$ cat src/rtl/id_ex_register.sv
// Decode-to-Execute pipeline register: one-cycle capture, async reset to zero, flush inserts a NOP bubble.
// Defining IDEX_STALL_EN adds a Stall_E input that holds the current contents (flush and reset still win).
module id_ex_register #(
   parameter int unsigned     XLEN      = 32,
   parameter logic [XLEN-1:0] BUBBLE_PC = XLEN'(32'h2A2A_2A2A)
) (
   input  logic            CLK,
   input  logic            RST,
   input  logic            Flush_E,
`ifdef IDEX_STALL_EN
   input  logic            Stall_E,
`endif
   input  logic            REG_W_En_D,
   input  logic            MEM_W_En_D,
   input  logic            Jump_En_D,
   input  logic            Branch_En_D,
   input  logic [2:0]      MEM_Control_D,
   input  logic [3:0]      ALU_Control_D,
   input  logic            Branch_Src_Sel_D,
   input  logic            ALU_SrcA_Sel_D,
   input  logic            ALU_SrcB_Sel_D,
   input  logic [1:0]      Result_Src_Sel_D,
   input  logic [4:0]      RD_D,
   input  logic [4:0]      RS1_D,
   input  logic [4:0]      RS2_D,
   input  logic [XLEN-1:0] REG_R_Data1_D,
   input  logic [XLEN-1:0] REG_R_Data2_D,
   input  logic [XLEN-1:0] Imm_Ext_D,
   input  logic [XLEN-1:0] PC_D,
   input  logic [XLEN-1:0] PC_Plus_4_D,
   input  logic            Predict_Taken_D,
   output logic            REG_W_En_E,
   output logic            MEM_W_En_E,
   output logic            Jump_En_E,
   output logic            Branch_En_E,
   output logic [2:0]      MEM_Control_E,
   output logic [3:0]      ALU_Control_E,
   output logic            Branch_Src_Sel_E,
   output logic            ALU_SrcA_Sel_E,
   output logic            ALU_SrcB_Sel_E,
   output logic [1:0]      Result_Src_Sel_E,
   output logic [4:0]      RD_E,
   output logic [4:0]      RS1_E,
   output logic [4:0]      RS2_E,
   output logic [XLEN-1:0] REG_R_Data1_E,
   output logic [XLEN-1:0] REG_R_Data2_E,
   output logic [XLEN-1:0] Imm_Ext_E,
   output logic [XLEN-1:0] PC_E,
   output logic [XLEN-1:0] PC_Plus_4_E,
   output logic            Predict_Taken_E
);

   typedef struct packed {
      logic            reg_w_en;
      logic            mem_w_en;
      logic            jump_en;
      logic            branch_en;
      logic [2:0]      mem_control;
      logic [3:0]      alu_control;
      logic            branch_src_sel;
      logic            alu_srca_sel;
      logic            alu_srcb_sel;
      logic [1:0]      result_src_sel;
      logic [4:0]      rd;
      logic [4:0]      rs1;
      logic [4:0]      rs2;
      logic [XLEN-1:0] rdata1;
      logic [XLEN-1:0] rdata2;
      logic [XLEN-1:0] imm;
      logic [XLEN-1:0] pc;
      logic [XLEN-1:0] pc_plus_4;
      logic            predict_taken;
   } id_ex_t;

   id_ex_t stage_in;
   id_ex_t stage_d;
   id_ex_t stage_q;

   always_comb begin
      stage_in.reg_w_en       = REG_W_En_D;
      stage_in.mem_w_en       = MEM_W_En_D;
      stage_in.jump_en        = Jump_En_D;
      stage_in.branch_en      = Branch_En_D;
      stage_in.mem_control    = MEM_Control_D;
      stage_in.alu_control    = ALU_Control_D;
      stage_in.branch_src_sel = Branch_Src_Sel_D;
      stage_in.alu_srca_sel   = ALU_SrcA_Sel_D;
      stage_in.alu_srcb_sel   = ALU_SrcB_Sel_D;
      stage_in.result_src_sel = Result_Src_Sel_D;
      stage_in.rd             = RD_D;
      stage_in.rs1            = RS1_D;
      stage_in.rs2            = RS2_D;
      stage_in.rdata1         = REG_R_Data1_D;
      stage_in.rdata2         = REG_R_Data2_D;
      stage_in.imm            = Imm_Ext_D;
      stage_in.pc             = PC_D;
      stage_in.pc_plus_4      = PC_Plus_4_D;
      stage_in.predict_taken  = Predict_Taken_D;
   end

   // The bubble is built from constants only, so X on the _D inputs cannot leak through a flush.
   always_comb begin
      // NOTE: stage_d is assigned on every path before any branch, so no latch is inferred.
      stage_d = stage_in;
      if (Flush_E) begin
         stage_d           = '0;
         stage_d.pc        = BUBBLE_PC;
         stage_d.pc_plus_4 = BUBBLE_PC;
      end
`ifdef IDEX_STALL_EN
      else if (Stall_E) begin
         stage_d = stage_q;
      end
`endif
   end

   always_ff @(posedge CLK or posedge RST) begin
      // NOTE: non-blocking assignment keeps every flop sampling pre-edge values.
      if (RST) stage_q <= '0;
      else     stage_q <= stage_d;
   end

   assign REG_W_En_E       = stage_q.reg_w_en;
   assign MEM_W_En_E       = stage_q.mem_w_en;
   assign Jump_En_E        = stage_q.jump_en;
   assign Branch_En_E      = stage_q.branch_en;
   assign MEM_Control_E    = stage_q.mem_control;
   assign ALU_Control_E    = stage_q.alu_control;
   assign Branch_Src_Sel_E = stage_q.branch_src_sel;
   assign ALU_SrcA_Sel_E   = stage_q.alu_srca_sel;
   assign ALU_SrcB_Sel_E   = stage_q.alu_srcb_sel;
   assign Result_Src_Sel_E = stage_q.result_src_sel;
   assign RD_E             = stage_q.rd;
   assign RS1_E            = stage_q.rs1;
   assign RS2_E            = stage_q.rs2;
   assign REG_R_Data1_E    = stage_q.rdata1;
   assign REG_R_Data2_E    = stage_q.rdata2;
   assign Imm_Ext_E        = stage_q.imm;
   assign PC_E             = stage_q.pc;
   assign PC_Plus_4_E      = stage_q.pc_plus_4;
   assign Predict_Taken_E  = stage_q.predict_taken;

endmodule

$ cat config.mk
export PLATFORM = sky130hd
export DESIGN_NAME = id_ex_register
export DESIGN_NICKNAME = d
export VERILOG_FILES = /design/src/rtl/id_ex_register.sv
export SDC_FILE = /design/constraint.sdc
export NUM_CORES = 1
export LEC_CHECK = 0
export ABC_AREA = 1
export BUFFER_PORTS_ARGS = -buffer_cell sky130_fd_sc_hd__buf_2
export CORE_AREA = 2 2 150 152
export DETAILED_ROUTE_END_ITERATION = 7
export DIE_AREA = 0 0 152 154
export PLACE_DENSITY_LB_ADDON = 0.1
export SKIP_LAST_GASP = 1
export SLEW_MARGIN = 20
export SYNTH_ARGS = -nofsm -noshare
export SYNTH_HDL_FRONTEND = slang
export SYNTH_SLANG_ARGS = --single-unit
$ cat constraint.sdc
create_clock -name CLK -period 6.3 [get_ports CLK]
set_clock_uncertainty 0.2 [all_clocks]
set_input_delay 0.315 -clock CLK [delete_from_list [all_inputs] [get_ports CLK]]
set_output_delay 0.315 -clock CLK [all_outputs]
set_load 0.05 [all_outputs]
## Word-level counts from Yosys, hierarchy flattened

Index checks and enable logic that the tools add are counted.
Widths: inputs -> output; s select.

- Reduce and logical (&&, ||, !) cells: 0
- Order comparisons: 0
- Bitwise gates (word level): 0
- Divide/modulo/power cells: 0
- Add/subtract/negate cells: 0
- Equality and inequality tests: 0
- $mul: 0
- Shift operators: 0
- Mux-type cells: 1

Operators with widths:

| kind | number |
|---|---|
| $mux 192 | 1 |

- Output and inout port bits: 192
- Input bits: 195
- Bits in latches: 0
- Word-level logic and storage cells: 20
- Register bits after elaboration: 192
- Memories: 0
- Memory bits (writable): 0
- Memory bits (read-only): 0

## Depth between registers and ports, before layout

Gate-level depths: netlist (run 1).

- Depth after elaboration: 1
- Depth in mapped cells: 4
- Depth with buffers taken out: 2

## Worst setup path after synthesis (run 1)

OpenSTA, ideal clock, no wires.

- Path kind: register to output
- Start point: register stage_q, in the netlist ALU_Control_E[0]
- End point: output ALU_Control_E[0]
- Cell stages (with the launch flop): 1
- Buffers on the path: 0
- Data required time: 5.785 ns
- Slack: 5.199 ns
- Arrival time: 0.586 ns
- Path through: dfrtp_1

RTL lines:

| what | RTL line | RTL |
|---|---|---|
| from (decl) | 77 | `id_ex_t stage_q;` |
| from (signal assigned) | 120 | `else stage_q <= stage_d;` |
| to (decl) | 37 | `output logic [3:0] ALU_Control_E,` |

No word-level cell between the ends.

==> out/results.tsv, run 1 <==
metric	value	unit
numPortBuffers	386	
core_area	0.0217	mm²
grt_max_degree	123	
final.period_utilization	0.367	
final_common_cell	buf_2	
dp.cells	1247	
yosys.cell_types.count	8	
ant_nets	0	
initial_core_util	0.299	
finalMaxSlewViolations	0	
p_clk_frac	0.353	
die_h	154	µm
p_switching	884	µW
timing_hold_violations_final	0	
critPathLaunchType	input port	
ir_drop	0.000151	V
seq_area_frac_synth	0.741	
root_buffer	clkbuf_16	
tns	0	ps
switching_share	0.306	
p_leak	6.54	nW
fin_crit	2310	ps
synth_area_per_cell	10.8	µm²
area_growth_syn_to_layout	70.8	%
diodes	0	
ys_ff_latch	192	
clkSlewWorstSetupHoldPaths	80	ps
worstMarginPinSlew	899	ps
syn-cell-area	0.00648	mm²
post_drt_via_cell_ratio	3.75	
io_pins	387	
yosysWarnings	0	
setup_viol	0	
relSlewSlack	0.401	
final_cells	1471	
grt.total_usage	0.170	
power	2.89	mW
grt_pass1_wl	31500	µm
critical_path_class	in2async	
die_w	152	µm
place.gp.congestion	0.749	
internal-power	2.01	mW
cts.hold.buffers_added	193	
whs	121	ps
clock.fmax	0.433	GHz
clkSinkCount	192	
layout_common_cells	buf_2, inv_1, dlygate4sd3_1, dfrtp_1, nor2_1	
syn_nets	794	
postCtsResizedCells	0	
arrival	2540	ps
first_iter_violations	247	
drive_gt1_frac	0.361	
outcome	complete, no violations	
crit_fanout	122	
die_area	0.0234	mm²
std_cell_rows	54	
end_kind	async pin	
syn_inst	599	
antenna_found_initial	0	
clockBufferDepth	2	
globalRouteOverflowTotal	0	
final_net_count	1374	
drc	0	
totalWireLength	19600	µm
combinationalPowerShare	0.194	
firstDrtPassIters	4	
hp-class	in2reg	
cts_max_level	4	
fin_util	0.511	
grt_pass1_vias	5978	
vias	5523	
cts_tree	built	
numCtsBuffers	17	
routedWlPerCell	13.3	µm
p_seq_frac	0.453	
max_cap_violations	0	
power_density	261	mW/mm²
cts_setup_buffers	0	
rsz0062_at_grt	false	
dp_hpwl	13000	µm
cp.required	6530	ps
==> per-stage QoR <==
step                      instance area [µm²]  setup WS [ps]
final                                   11100           3990
after CTS                               11100           3950
after detailed placement                 8590           3800
after global routing                    11100           3660
after floorplan                          6480            558
after global placement                   8590           3810
==> power groups by stage <==
stage | Combinational [mW] | Clock [mW] | Sequential (mW)
2_1_floorplan | 0.0907 | 0 | 1.56
3_3_place_gp | 0.470 | 0 | 1.33
3_5_place_dp | 0.470 | 0 | 1.33
4_1_cts | 0.566 | 1.05 | 1.31
5_1_grt | 0.601 | 1.11 | 1.31
6_report | 0.560 | 1.02 | 1.31
==> flip-flops by register name (all words and copies together), names as in the netlist <==
name              count
ALU_SrcA_Sel_E        1
Result_Src_Sel_E      2
Imm_Ext_E            32
ALU_SrcB_Sel_E        1
REG_W_En_E            1
REG_R_Data2_E        32
Predict_Taken_E       1
RS2_E                 5
Jump_En_E             1
Branch_En_E           1
RS1_E                 5
MEM_Control_E         3
RD_E                  5
REG_R_Data1_E        32
MEM_W_En_E            1
PC_E                 32
Branch_Src_Sel_E      1
ALU_Control_E         4
PC_Plus_4_E          32
==> layer usage <==
layer	track usage	up-vias	part of all wire
li1	-	2758	-
met2	0.293	250	0.49
met5	0	-	0
met3	0.0648	24	0.089
met1	0.197	2491	0.40
met4	0.0543	0	0.019
==> worst paths after layout <==
| path | from | end | slack (ps) | depth (start not counted) |
|---|---|---|---|---|
| min in group asynchronous | RST | Result_Src_Sel_E[0] | 340 | 3 |
| max in group CLK | Flush_E | PC_E[13] | 4280 | 4 |
| setup / recovery | RST | PC_E[26] | 3990 | 4 |
| hold / removal | Flush_E | PC_E[20] | 120 | 2 |
==> critical path, stage by stage <==
cell and delay [ps]:
dlygate4sd3_1 530, buf_2 150, inv_8 490, buf_4 840
==> cell families (layout without fill, tap and decap cells) <==
group,count (synthesis),count (layout),share of synthesized area
flops,192,192,0.741
simple gates,192,192,0.115
buf+inv,215,807,0.144
==> area by class of cell <==
type	instances	area [µm²]
multi-input combinational	192	746
tap	280	350
timing repair buffer	582	3890
fill	2003	10600
sequential	192	4800
clock buffer	19	443
clock inverter	12	105
inverter	194	736
==> synth_stat cells <==
library cell	instances	area [µm²]
inv_1	194	728
nand2_1	24	90.1
buf_2	4	20.0
dfrtp_1	192	4800
buf_4	2	15.0
nor2_1	158	593
nor2_2	10	62.6
buf_6	15	169
(Power assumes the default switching activity.)
==> run 2, diff against run 1 <==
- clock period: 6.3 -> 2.2 ns (I/O delays scaled with it)
==> run 2 against run 1 <==
  * Non-clock buffer count grew 36
  * Core utilization grew 1.9 points
  * Cell count grew 2.5%
  * Count of clock-buffer cells in the layout is the same
  * Via count grew 4.7%
  * Sequential share of layout area shrank 1.5 points
  * Hold slack gained 36 ps
  * Sequential cell count is the same
  * Wire length grew 3.2%
  * Largest cell class unchanged
==> out/results.tsv, run 2 (synthesis gave the netlist of run 1 again) <==
metric	value	unit
outcome	complete, no violations	
critPathLaunchType	flip-flop	
die_h	154	µm
ant_nets	0	
whs_endpoint	Imm_Ext_E[12]	
firstDrtPassIters	6	
die_area	0.0234	mm²
cts_setup_buffers	0	
critical_path_buf_inv_count	1	
arrival	1070	ps
clkSlewWorstSetupHoldPaths	70	ps
crit_fanout	1	
antenna_found_initial	0	
worstMarginPinSlew	541	ps
p_seq_frac	0.446	
routedWlPerCell	13.4	µm
fin_crit	1380	ps
cts_max_level	4	
p_switching	2.58	mW
clockBufferDepth	2	
vias	5785	
cp.required	1890	ps
first_iter_violations	192	
whs_path_depth	3	
dp_hpwl	13300	µm
combinationalPowerShare	0.199	
whs	156	ps
min_from	Flush_E	
clkSinkCount	192	
place.gp.congestion	0.768	
grt_max_degree	98	
relSlewSlack	0.639	
critical_path_class	reg2out	
p_clk_frac	0.355	
drive_gt1_frac	0.354	
core_area	0.0217	mm²
max_cap_violations	0	
globalRouteOverflowTotal	0	
timing_hold_violations_final	0	
p_leak	6.77	nW
final.period_utilization	0.626	
cp_cell_sequence	buf_2	
end_kind	primary output	
final_common_cell	buf_2	
postCtsResizedCells	0	
cts_tree	built	
setup_viol	0	
hp-class	in2reg	
area_growth_syn_to_layout	77.1	%
max_stage_delay	370	ps
crit_family	flip-flops	
ir_drop	0.000456	V
finalMaxSlewViolations	0	
io_pins	387	
diodes	0	
clock.fmax	0.726	GHz
initial_core_util	0.299	
numCtsBuffers	17	
grt.total_usage	0.175	
root_buffer	clkbuf_16	
final_net_count	1410	
switching_share	0.308	
grt_pass1_vias	6244	
drc	0	
std_cell_rows	54	
fin_util	0.529	
grt_pass1_wl	32200	µm
post_drt_via_cell_ratio	3.84	
power_density	731	mW/mm²
cts.hold.buffers_added	225	
totalWireLength	20200	µm
layout_common_cells	buf_2, dlygate4sd3_1, inv_1, dfrtp_1, nor2_1	
slowest_stage	dfrtp_1	
die_w	152	µm
numPortBuffers	386	
rsz0062_at_grt	false	
internal-power	5.81	mW
-- run 2: changes by cell type in the layout (fill, tap and decap cells not counted) --
| cell | before | now |
|---|---|---|
| clkinv_4 | 2 | 4 |
| dlygate4sd3_1 | 193 | 225 |
| clkinv_2 | 0 | 1 |
| inv_6 | 1 | 4 |
| clkinvlp_4 | 6 | 2 |
| buf_12 | 0 | 4 |
| inv_8 | 4 | 3 |
-- run 2: worst max path at each step --
stage	cells after the start	slack (ps)	end	startpoint
final	1	820	REG_R_Data1_E[29]	REG_R_Data1_E[29]
after global routing	1	780	REG_R_Data1_E[29]	REG_R_Data1_E[29]
after CTS	1	780	REG_R_Data1_E[29]	REG_R_Data1_E[29]
after detailed placement	3	870	RD_E[2]	Flush_E
after global placement	3	890	RD_E[4]	Flush_E
after floorplan	1	-590	ALU_Control_E[0]	RST
-- run 2: metrics by stage --
stage | std cells | setup TNS, ps | setup WS, ps | power [mW] | instance area, µm²
final | 1508 | 0 | 823 | 8.40 | 11500
after global routing | 1508 | 0 | 779 | 8.80 | 11500
after CTS | 1508 | 0 | 783 | 8.52 | 11500
after detailed placement | 1251 | 0 | 866 | 5.17 | 8670
after global placement | 1251 | 0 | 888 | 5.17 | 8670
after floorplan | 599 | -112600 | -586 | 4.74 | 6490
-- run 2: area by class of cell --
type                       instances  area (µm²)
multi-input combinational        192         746
tap                              280         350
clock buffer                      19         443
sequential                       192        4800
fill                            1900       10200
clock inverter                    13         116
inverter                         194         732
timing repair buffer             618        4290
-- run 2: routing by layer --
metal	vias to the layer above	GRT usage	part of all wire
li1	2830	-	-
met1	2644	0.197	0.40
met2	279	0.303	0.49
met3	32	0.0648	0.087
met4	0	0.0659	0.024
met5	-	0	0
-- run 2: power groups by stage --
stage / combinational [mW] / sequential, mW / clock (mW)
6_report: 1.67 / 3.75 / 2.98
5_1_grt: 1.78 / 3.76 / 3.25
4_1_cts: 1.68 / 3.75 / 3.10
3_5_place_dp: 1.36 / 3.81 / 0
3_3_place_gp: 1.36 / 3.81 / 0
2_1_floorplan: 0.260 / 4.48 / 0
